<file path="config.mk">
export PLATFORM = sky130hd
export DESIGN_NAME = cordic_arbiter
export DESIGN_NICKNAME = d
export VERILOG_FILES = /design/src/rtl/cordic_pkg.sv /design/src/rtl/cordic_rsp_fifo.sv /design/src/rtl/cordic_arbiter.sv
export SDC_FILE = /design/constraint.sdc
export NUM_CORES = 2
export LEC_CHECK = 0
export ABC_AREA = 0
export CORE_MARGIN = 2
export CORE_UTILIZATION = 64
export DETAILED_ROUTE_END_ITERATION = 8
export PLACE_DENSITY = 0.88
export SLEW_MARGIN = 5
export SYNTH_ARGS = -nofsm -noshare
export SYNTH_HDL_FRONTEND = slang
export SYNTH_SLANG_ARGS = --single-unit
</file>
<file path="constraint.sdc">
create_clock -name clk -period 12.25 [get_ports clk]
set_clock_uncertainty 0.15 [all_clocks]
set_input_delay 2.45 -clock clk [delete_from_list [all_inputs] [get_ports clk]]
set_output_delay 2.45 -clock clk [all_outputs]
set_load 0.05 [all_outputs]
</file>
<file path="src/rtl/cordic_pkg.sv">
// Shared constants and tag type for the CORDIC request arbiter.
// Angles and results are signed Q16.16 radians / unit values.
package cordic_pkg;

  localparam int Q_W            = 32;
  localparam int FRAC_W         = 16;
  localparam int CORDIC_LATENCY = 16;
  localparam int ID_W           = 3;

  localparam logic signed [Q_W-1:0] PI_Q16      = 32'sd205887;
  localparam logic signed [Q_W-1:0] HALF_PI_Q16 = 32'sd102944;

  // Travels alongside the CORDIC pipeline to mark which results are real.
  typedef struct packed {
    logic            v;
    logic [ID_W-1:0] id;
    logic            neg;
  } tag_t;

endpackage

</file>
<file path="src/rtl/cordic_rsp_fifo.sv">
// Synchronous response FIFO with occupancy count; storage is not reset.
// Writes are never issued while full because the arbiter holds credits.
module cordic_rsp_fifo #(
  parameter int DATA_W = 67,
  parameter int DEPTH  = 32
) (
  input  logic                     clk,
  input  logic                     rst_n,
  input  logic                     wr_en,
  input  logic [DATA_W-1:0]        wr_data,
  input  logic                     rd_en,
  output logic [DATA_W-1:0]        rd_data,
  output logic                     empty,
  output logic [$clog2(DEPTH):0]   count
);

  localparam int AW = $clog2(DEPTH);

  logic [DATA_W-1:0] mem [DEPTH];
  logic [AW-1:0]     wr_ptr;
  logic [AW-1:0]     rd_ptr;
  logic              do_rd;

  assign empty   = (count == '0);
  assign do_rd   = rd_en && !empty;
  assign rd_data = mem[rd_ptr];

  always_ff @(posedge clk or negedge rst_n) begin
    if (!rst_n) begin
      wr_ptr <= '0;
      rd_ptr <= '0;
      count  <= '0;
    end else begin
      if (wr_en) wr_ptr <= wr_ptr + 1'b1;
      if (do_rd) rd_ptr <= rd_ptr + 1'b1;
      case ({wr_en, do_rd})
        2'b10:   count <= count + 1'b1;
        2'b01:   count <= count - 1'b1;
        default: count <= count;
      endcase
    end
  end

  always_ff @(posedge clk) begin
    if (wr_en) mem[wr_ptr] <= wr_data;
  end

endmodule

</file>
<file path="src/rtl/cordic_arbiter.sv">
// Round-robin front end sharing one fixed-latency CORDIC pipeline among N_REQ
// requesters: folds angles, tags them through the pipeline, queues results.
module cordic_arbiter
  import cordic_pkg::*;
#(
  parameter int N_REQ      = 4,
  parameter int LATENCY    = CORDIC_LATENCY,
  parameter int FIFO_DEPTH = 32
) (
  input  logic                      clk,
  input  logic                      rst_n,
  input  logic [N_REQ-1:0]          req_valid,
  output logic [N_REQ-1:0]          req_ready,
  input  logic [Q_W*N_REQ-1:0]      req_angle,
  output logic signed [Q_W-1:0]     cdc_angle,
  input  logic signed [Q_W-1:0]     cdc_cos,
  input  logic signed [Q_W-1:0]     cdc_sin,
  output logic                      rsp_valid,
  input  logic                      rsp_ready,
  output logic [$clog2(N_REQ)-1:0]  rsp_id,
  output logic signed [Q_W-1:0]     rsp_cos,
  output logic signed [Q_W-1:0]     rsp_sin
);

  localparam int IDW = $clog2(N_REQ);
  localparam int CW  = $clog2(FIFO_DEPTH) + 1;
  localparam int FW  = ID_W + 2 * Q_W;

  // Bring the angle into [-pi/2, pi/2]; the top bit flags a half-turn shift.
  function automatic logic [Q_W:0] fold_angle(input logic signed [Q_W-1:0] a);
    if (a > HALF_PI_Q16)       return {1'b1, a - PI_Q16};
    else if (a < -HALF_PI_Q16) return {1'b1, a + PI_Q16};
    return {1'b0, a};
  endfunction

  function automatic logic signed [Q_W-1:0] cond_negate(input logic signed [Q_W-1:0] x,
                                                        input logic en);
    return en ? -x : x;
  endfunction

  logic signed [Q_W-1:0] angle_arr [N_REQ];
  logic [IDW-1:0]        rr;
  logic [IDW-1:0]        gnt_idx;
  logic                  gnt_found;
  logic                  credit_ok;
  logic                  xfer;
  logic [Q_W:0]          fold_w;
  logic [CW-1:0]         inflight;
  logic [CW-1:0]         fcount;
  tag_t                  tag_p0 [LATENCY];
  tag_t                  drn_p1;
  logic [FW-1:0]         fifo_wdata;
  logic [FW-1:0]         fifo_head;
  logic                  fifo_empty;
  logic [ID_W-1:0]       head_id;
  logic signed [Q_W-1:0] head_cos;
  logic signed [Q_W-1:0] head_sin;

  for (genvar k = 0; k < N_REQ; k++) begin : g_ang
    assign angle_arr[k] = req_angle[Q_W*k +: Q_W];
  end

  assign credit_ok = ({1'b0, inflight} + {1'b0, fcount}) < (CW+1)'(FIFO_DEPTH);

  always_comb begin
    logic [IDW:0] sum;
    sum       = '0;
    gnt_found = 1'b0;
    gnt_idx   = '0;
    req_ready = '0;
    for (int i = 0; i < N_REQ; i++) begin
      sum = {1'b0, rr} + (IDW+1)'(i);
      if (sum >= (IDW+1)'(N_REQ)) sum = sum - (IDW+1)'(N_REQ);
      if (!gnt_found && req_valid[sum[IDW-1:0]]) begin
        gnt_found = 1'b1;
        gnt_idx   = sum[IDW-1:0];
      end
    end
    if (gnt_found && credit_ok) req_ready[gnt_idx] = 1'b1;
  end

  assign xfer   = gnt_found && credit_ok;
  assign fold_w = fold_angle(angle_arr[gnt_idx]);

  // p0: issue to the pipeline and shift tags; p1: tag aligned with cdc_cos/cdc_sin
  always_ff @(posedge clk or negedge rst_n) begin
    if (!rst_n) begin
      rr        <= '0;
      cdc_angle <= '0;
      for (int i = 0; i < LATENCY; i++) tag_p0[i] <= '0;
      drn_p1    <= '0;
      inflight  <= '0;
    end else begin
      if (xfer) begin
        rr        <= (gnt_idx == IDW'(N_REQ - 1)) ? '0 : gnt_idx + 1'b1;
        cdc_angle <= signed'(fold_w[Q_W-1:0]);
      end
      tag_p0[0] <= '{v: xfer, id: ID_W'(gnt_idx), neg: fold_w[Q_W]};
      for (int i = 1; i < LATENCY; i++) tag_p0[i] <= tag_p0[i-1];
      drn_p1 <= tag_p0[LATENCY-1];
      case ({xfer, drn_p1.v})
        2'b10:   inflight <= inflight + 1'b1;
        2'b01:   inflight <= inflight - 1'b1;
        default: inflight <= inflight;
      endcase
    end
  end

  assign fifo_wdata = {drn_p1.id,
                       cond_negate(cdc_cos, drn_p1.neg),
                       cond_negate(cdc_sin, drn_p1.neg)};

  cordic_rsp_fifo #(
    .DATA_W (FW),
    .DEPTH  (FIFO_DEPTH)
  ) u_fifo (
    .clk     (clk),
    .rst_n   (rst_n),
    .wr_en   (drn_p1.v),
    .wr_data (fifo_wdata),
    .rd_en   (rsp_ready),
    .rd_data (fifo_head),
    .empty   (fifo_empty),
    .count   (fcount)
  );

  assign head_id  = fifo_head[FW-1 -: ID_W];
  assign head_cos = fifo_head[2*Q_W-1 -: Q_W];
  assign head_sin = fifo_head[Q_W-1:0];

  // Outputs read as zero while empty so uninitialised storage never shows.
  assign rsp_valid = !fifo_empty;
  assign rsp_id    = rsp_valid ? IDW'(head_id) : '0;
  assign rsp_cos   = rsp_valid ? head_cos : '0;
  assign rsp_sin   = rsp_valid ? head_sin : '0;

endmodule

</file>
* Word-level counts from Yosys, hierarchy flattened
Memory sizes are Yosys's and may differ from the RTL's.
Index checks and enable logic that the tools add are counted.
** Storage, ports and cells
- Flip-flop bits (word level) :: 124
- RAM bits :: 2112
- Output and inout bits :: 103
- Memories kept :: 1
** Operators by class
- $add $sub $neg :: 19
- Magnitude comparators :: 14
- Equality and inequality tests :: 5
- Muxes and demuxes :: 41
- Bitwise logic cells :: 1
- Reduce and logical (&&, ||, !) cells :: 13
** Memories
- u_fifo.mem :: words 32, bits a word 66, rd ports 1, clocked after memory_dff 0, wr ports 1, line cordic_rsp_fifo.sv:19 : logic [DATA_W-1:0] mem [DEPTH];
** Operator list (count)
- 32-bit two-way mux :: 6
- 33-bit two-way mux :: 3
- 32-bit binary-select mux with 2-bit select :: 1
- 32-bit negation :: 2
- 32-bit by 19-bit adder with 32-bit output (second input constant) :: 1
- 32-bit by 18-bit greater-than comparator with 1-bit output (second input constant) :: 1
- 32-bit by 18-bit less-than comparator with 1-bit output (second input constant) :: 1
- 32-bit by 19-bit subtractor with 32-bit output (second input constant) :: 1
- 6-bit one-hot mux with 2 select lines :: 2
- 2-bit two-way mux :: 10
- 2-bit by 3-bit less-than comparator with 1-bit output (second input constant) :: 5
- 1-bit two-way mux :: 13
- 6-bit by 1-bit adder with 6-bit output (second input constant) :: 2
- 3-bit greater-or-equal comparator (second input constant) :: 4
- 6-bit by 1-bit subtractor with 6-bit output (second input constant) :: 2
- 5-bit by 1-bit adder with 5-bit output (second input constant) :: 2
- 1-bit binary-select mux with 2-bit select :: 4
- 2-bit by 1-bit subtractor with 2-bit output (second input constant) :: 4
- 6-bit by 6-bit adder with 7-bit output :: 1
- 7-bit by 6-bit less-than comparator with 1-bit output (second input constant) :: 1
- 2-bit by 2-bit adder with 3-bit output (second input constant) :: 2
- 2-bit equality test (second input constant) :: 3
- 1-bit logical AND :: 6
- 6-bit logical NOT :: 1
- other kinds (10) :: 15

* Longest topological paths before layout
- Depth after elaboration :: 22
- Depth in mapped cells :: 30
- Mapped depth without buffers :: 23

* By module
From an unflattened synthesis, not the netlist that was laid out.
** Unflattened totals
- Cells, all modules :: 4677
- Area, all modules :: 90654.4 um^2
** Modules (own cells, without submodules)
- cordic_rsp_fifo :: instances 1, cells each 3583, area each 81747.2 um^2
- cordic_arbiter :: instances 1, cells each 1094, area each 8907.3 um^2

* Least setup slack after synthesis
Ideal clock, no wire load.
- Path type :: input to register
- From :: input port req_valid[2]
- To :: register cdc_angle[31]
- Setup time :: 0.128 ns
- Arrival :: 8.263 ns
- Required time :: 11.972 ns
- Path slack :: 3.708 ns
- Stages :: 27
- Path through :: nor2b_2 -> a21o_1 -> a211oi_1 -> buf_2 -> buf_2 -> mux2i_2 -> nand4_1 -> a311o_1 -> a211o_1 -> o21ai_2 -> inv_2 -> buf_2 -> buf_2 -> clkbuf_1 -> ha_1 -> clkbuf_1 -> nand3_1 -> a31o_2 -> a2111oi_0 -> nor3_1 -> o31ai_2 -> nand3b_1 -> a311o_1 -> nand4_1 -> a31o_1 -> a2111oi_2 -> o31ai_1
** On the way
- Longest elaborated chain between the ends :: 20
- Elaborated cells between the ends (all ways) :: 36
- Those cells by class :: add/sub: 2; order compare: 2; mux: 24; bitwise: 1; reduce/logical: 7
** Ends and longest elaborated chain
- from (decl) :: line cordic_arbiter.sv:12 : input logic [N_REQ-1:0] req_valid,
- 1-bit binary-select mux with 2-bit select :: line cordic_arbiter.sv:74 : if (!gnt_found && req_valid[sum[IDW-1:0]]) begin
- 1-bit two-way mux (not written as such) :: line cordic_arbiter.sv:74
- 1-bit two-way mux :: line cordic_arbiter.sv:74
- 1-bit logical NOT :: line cordic_arbiter.sv:74
- 1-bit logical AND :: line cordic_arbiter.sv:74
- 1-bit two-way mux :: line cordic_arbiter.sv:74
- 1-bit logical NOT :: line cordic_arbiter.sv:74
- 1-bit logical AND :: line cordic_arbiter.sv:74
- [3 not listed]
- 2-bit two-way mux :: line cordic_arbiter.sv:74
- 2-bit inverter with 3-bit output (not written as such) :: line cordic_arbiter.sv:83 : assign fold_w = fold_angle(angle_arr[gnt_idx]);
- 32-bit binary-select mux with 2-bit select :: line cordic_arbiter.sv:83
- 32-bit two-way mux (not written as such) (2 in a row) :: line cordic_arbiter.sv:83
- 32-bit by 19-bit adder with 32-bit output / 32-bit by 18-bit less-than comparator with 1-bit output (equally long branches) :: line cordic_arbiter.sv:32 : else if (a < -HALF_PI_Q16) return {1'b1, a + PI_Q16};
- 33-bit two-way mux / 1-bit two-way mux (equally long branches) :: line cordic_arbiter.sv:32
- 33-bit two-way mux / 1-bit two-way mux (equally long branches) :: line cordic_arbiter.sv:31 : if (a > HALF_PI_Q16) return {1'b1, a - PI_Q16};
- 33-bit two-way mux :: line cordic_arbiter.sv:33 : return {1'b0, a};
- to (signal assigned) :: line cordic_arbiter.sv:96 : cdc_angle <= signed'(fold_w[Q_W-1:0]);
- to (decl) :: line cordic_arbiter.sv:15 : output logic signed [Q_W-1:0] cdc_angle,
Parallel ways exist; a longest one is shown, timed or not. The select of a mux whose other input is x is not followed.
A chain may end at the register's enable or synchronous reset.

* Worst setup path in the final report
- From :: input port req_valid[2]
- To :: register cdc_angle[27]
Same word-level chain as after synthesis.

==> impl_metrics.ini <==
[run_status]
outcome = completed

[synthesis]
synth.avg_cell_area_um2 = 21.15
yosysTopAreaCell = sky130_fd_sc_hd__edfxtp_1
synthesis.yosys.warnings = 0
synth_seq_area_share_pct = 74.37
synthArstFlopShare_pct = 5.546
biggest_area_contributors_in_the_synthesized_netlist = sky130_fd_sc_hd__edfxtp_1, sky130_fd_sc_hd__mux4_2, sky130_fd_sc_hd__dfrtp_1
ys_dominant_reg_cell = sky130_fd_sc_hd__edfxtp_1
top_area_cell_type_share_of_the_netlist_area_pct = 70.90
number_of_standard_cells_after_synthesis = 4229
ys_seq_elements = 2236
cell_area_synth_um2 = 89450
synth-edff-count = 2112
yosysUniqueCellTypes = 93
mappedNetlistNets = 4463

[drt]
route.detailed.drc = 0
first_pass_iters = 8
route.antenna.remaining_nets = 0
avgViaCountPerCell = 7.698
first_iter_violations = 9645
dr_total_vias = 51347
drt-wirelength-per-cell_um = 43.66
routed_wirelength_mm = 291.2

[pwr]
internal_power_uw = 16330
netSwitchingPower_uw = 9451
worst_ir_drop_vdd_mv = 0.2535
sw_frac_of_total_pct = 36.66
leakagePower_uw = 0.03286
pwr-share-seq_pct = 36.4
pwr-share-comb_pct = 38.3
pwr-share-clk_pct = 25.3
pwr_density_cell_nw_per_um2 = 251.5

[layout]
final_common_cell = sky130_fd_sc_hd__edfxtp_1
area.growth.synth_to_final_pct = 14.60
leading_cell_types_in_the_layout_fill_and_taps_excluded = sky130_fd_sc_hd__edfxtp_1, sky130_fd_sc_hd__mux4_2, sky130_fd_sc_hd__clkdlybuf4s50_1
final_design_area_no_fill_um2 = 102500
fillerInstances = 7307
finish.net_count = 4856
layout-drive-gt1-share_pct = 25.66

[critical_path]
timing.critical_path.fanout_max = 46
r2r-end = cdc_angle[27]$_DFFE_PN0P_
startpoint_type = input pin
worst_setup_path_startpoint = req_valid[2]
r2r-start = rr[0]$_DFFE_PN0P_
regToRegSetupSlack_ns = 4.75
timing.critical_path.required_ns = 12.76
critPathKind = in2reg
endpoint = cdc_angle[27]$_DFFE_PN0P_
worst_setup_path_end_kind = flop
arrival_ns = 9.73
timing.reg2reg.worst_path_depth = 24

[clock_tree]
cts_tree = yes
max-clock-path-buffers = 3
clock_latency_ns = 0.86
cts_hold_buffers = 0
tritoncts_num_sinks = 2236
cts_clk_pin_slew_worst_paths_ns = 0.07
cts_repair_resize_count = 0
cts_root_buffer = sky130_fd_sc_hd__clkbuf_16
numCtsBuffers = 206
cts_htree_levels = 4
postCtsSetupBuffers = 0

[floorplan]
design.die.area_um2 = 142800
ios = 302
rows = 137
fp.dieW_um = 377.9
floorplan.initialDensity_pct = 64.27
fp.coreArea_um2 = 139200
floorplan.die.height_um = 377.9

[placement]
placement.cell_area_um2 = 95520
port_buffers = 301
dpl.hpwl_mm = 140.7
post-place-ws_ns = 2.373
gp_congestion = 0.8989

[global_route]
grt_first_pass_wirelength_mm = 387.9
grt_start_max_net_pins = 118
globalRouteTotalUtil_pct = 39.69
antenna_violations_before_repair = 12
grt_pass1_vias = 51084
globalRoute.totalOverflow = 0

[timing]
drv_slew = 0
final_tns_setup_ns = 0
setup_viol_count_final = 0
post-route-period-util_pct = 75.26
rsz0062_at_grt = no
post-route-min-period_ns = 9.219
finalHoldWorstSlack_ns = 0.1956
maxSlewHeadroom_pct = 9.941
fmax_mhz = 108.5
final.setup.worst_slack_ns = 3.031
final-hold-violation-count = 0
worst_slew_pin_slew_ns = 1.348

[run]
maxCapViolations = 0

[min_path]
hold_class = reg2reg
-- worst min path at each step --
stage,end,start,cells past startpoint
5_1_grt,tag_p0[6]$_DFF_PN0_,tag_p0[11]$_DFF_PN0_,0
2_1_floorplan,drn_p1[0]$_DFF_PN0_,tag_p0[0]$_DFF_PN0_,0
6_report,tag_p0[61]$_DFF_PN0_,tag_p0[66]$_DFF_PN0_,0
3_5_place_dp,tag_p0[22]$_DFF_PN0_,tag_p0[27]$_DFF_PN0_,0
3_3_place_gp,tag_p0[61]$_DFF_PN0_,tag_p0[66]$_DFF_PN0_,0
4_1_cts,tag_p0[61]$_DFF_PN0_,tag_p0[66]$_DFF_PN0_,0
-- state kept, by name (all words and copies together), names as in the netlist --
register	cells
drn_p1	4
u_fifo.rd_ptr	5
rr	2
u_fifo.wr_ptr	5
inflight	6
tag_p0	64
cdc_angle	32
u_fifo.mem	2112
u_fifo.count	6
-- layer usage --
metal | global-route usage [%] | vias up | share of wire, %
li1 | - | 18414 | -
met1 | 50.57 | 25861 | 31
met2 | 64.30 | 5727 | 49
met3 | 8.860 | 1331 | 13
met4 | 22.00 | 14 | 7.5
met5 | 0 | - | 0.030
-- cell families (layout without fill, tap and decap cells) --
logic type | after synthesis | after routing | synth area share [%]
adders and majority gates | 36 | 36 | 0.5175
and+or+nand+nor | 505 | 505 | 2.694
muxes | 759 | 759 | 17.74
other | 0 | 8 | 0
buffers and inverters | 270 | 827 | 1.204
AOI/OAI and AO/OA | 307 | 307 | 2.346
DFF | 2236 | 2236 | 74.37
xor gates and xnor gates | 116 | 116 | 1.136
-- through the flow --
| stage | cells | utilization, % | total power [uW] |
|---|---|---|---|
| after detailed placement | 6290 | 68.63 | 18920 |
| after global routing | 6664 | 73.64 | 26370 |
| final | 6670 | 73.65 | 25780 |
| after floorplan | 4229 | - | 15930 |
| after CTS | 6662 | 73.32 | 25490 |
| after global placement | 6290 | 68.63 | 18580 |
-- area by class of cell --
type	count	area (um2)	share of cell area, %
Clock inverter	109	1032	1.007
Clock buffer	263	5503	5.368
Sequential cell	2236	66540	64.91
Antenna cell	8	20.02	0.01953
Inverter	36	140.1	0.1367
Multi-Input combinational cell	1723	22990	22.43
Tap cell	1876	2347	2.290
Timing Repair Buffer	419	3938	3.841
-- synthesized netlist by cell type, drive strengths merged (3+ instances only) --
master,n
edfxtp,2112
mux4,660
nor2,170
clkbuf,154
nand2,149
dfrtp,124
xnor2,99
o21ai,94
mux2i,93
buf,80
a21oi,38
a211oi,37
nand3,37
and3,36
inv,35
ha,33
o31ai,23
a31o,17
xor2,17
or3,15
a31oi,14
nor3,14
or4,14
nand4,13
o211ai,12
or2,12
a21o,11
nand2b,9
nor4,9
o41ai,9
o22ai,8
a2111oi,7
and2,7
mux2,6
nand3b,6
nor2b,6
a22oi,5
o21bai,5
a211o,4
a221oi,3
-- power groups by stage --
stage	logic, uW	registers [uW]	clock network, uW
4_1_cts	9690	9350	6450
3_5_place_dp	9450	9470	0
5_1_grt	10200	9390	6750
2_1_floorplan	6590	9340	0
6_report	9880	9380	6520
3_3_place_gp	9170	9420	0
-- critical path, stage by stage --
cell and delay [ns]:
sky130_fd_sc_hd__clkdlybuf4s50_1 0.52, sky130_fd_sc_hd__nor2b_2 0.26, sky130_fd_sc_hd__a211oi_4 0.09, sky130_fd_sc_hd__nor2_4 0.42, sky130_fd_sc_hd__buf_4 0.38, sky130_fd_sc_hd__inv_6 0.19
sky130_fd_sc_hd__a211oi_1 0.38, sky130_fd_sc_hd__o22ai_1 0.29, sky130_fd_sc_hd__nand4b_4 0.25, sky130_fd_sc_hd__or4_1 0.81, sky130_fd_sc_hd__nand2_1 0.22, sky130_fd_sc_hd__o21ai_2 0.08
sky130_fd_sc_hd__inv_2 0.31, sky130_fd_sc_hd__buf_4 0.44, sky130_fd_sc_hd__ha_1 0.45, sky130_fd_sc_hd__inv_1 0.13, sky130_fd_sc_hd__nor4_1 0.43, sky130_fd_sc_hd__nor2_1 0.07
sky130_fd_sc_hd__a22oi_1 0.26, sky130_fd_sc_hd__o32ai_2 0.16, sky130_fd_sc_hd__o21ai_2 0.21, sky130_fd_sc_hd__a21oi_1 0.10, sky130_fd_sc_hd__a311oi_1 0.41, sky130_fd_sc_hd__xnor2_1 0.19
sky130_fd_sc_hd__a31oi_1 0.15
Power figures use the tool's default switching activity.
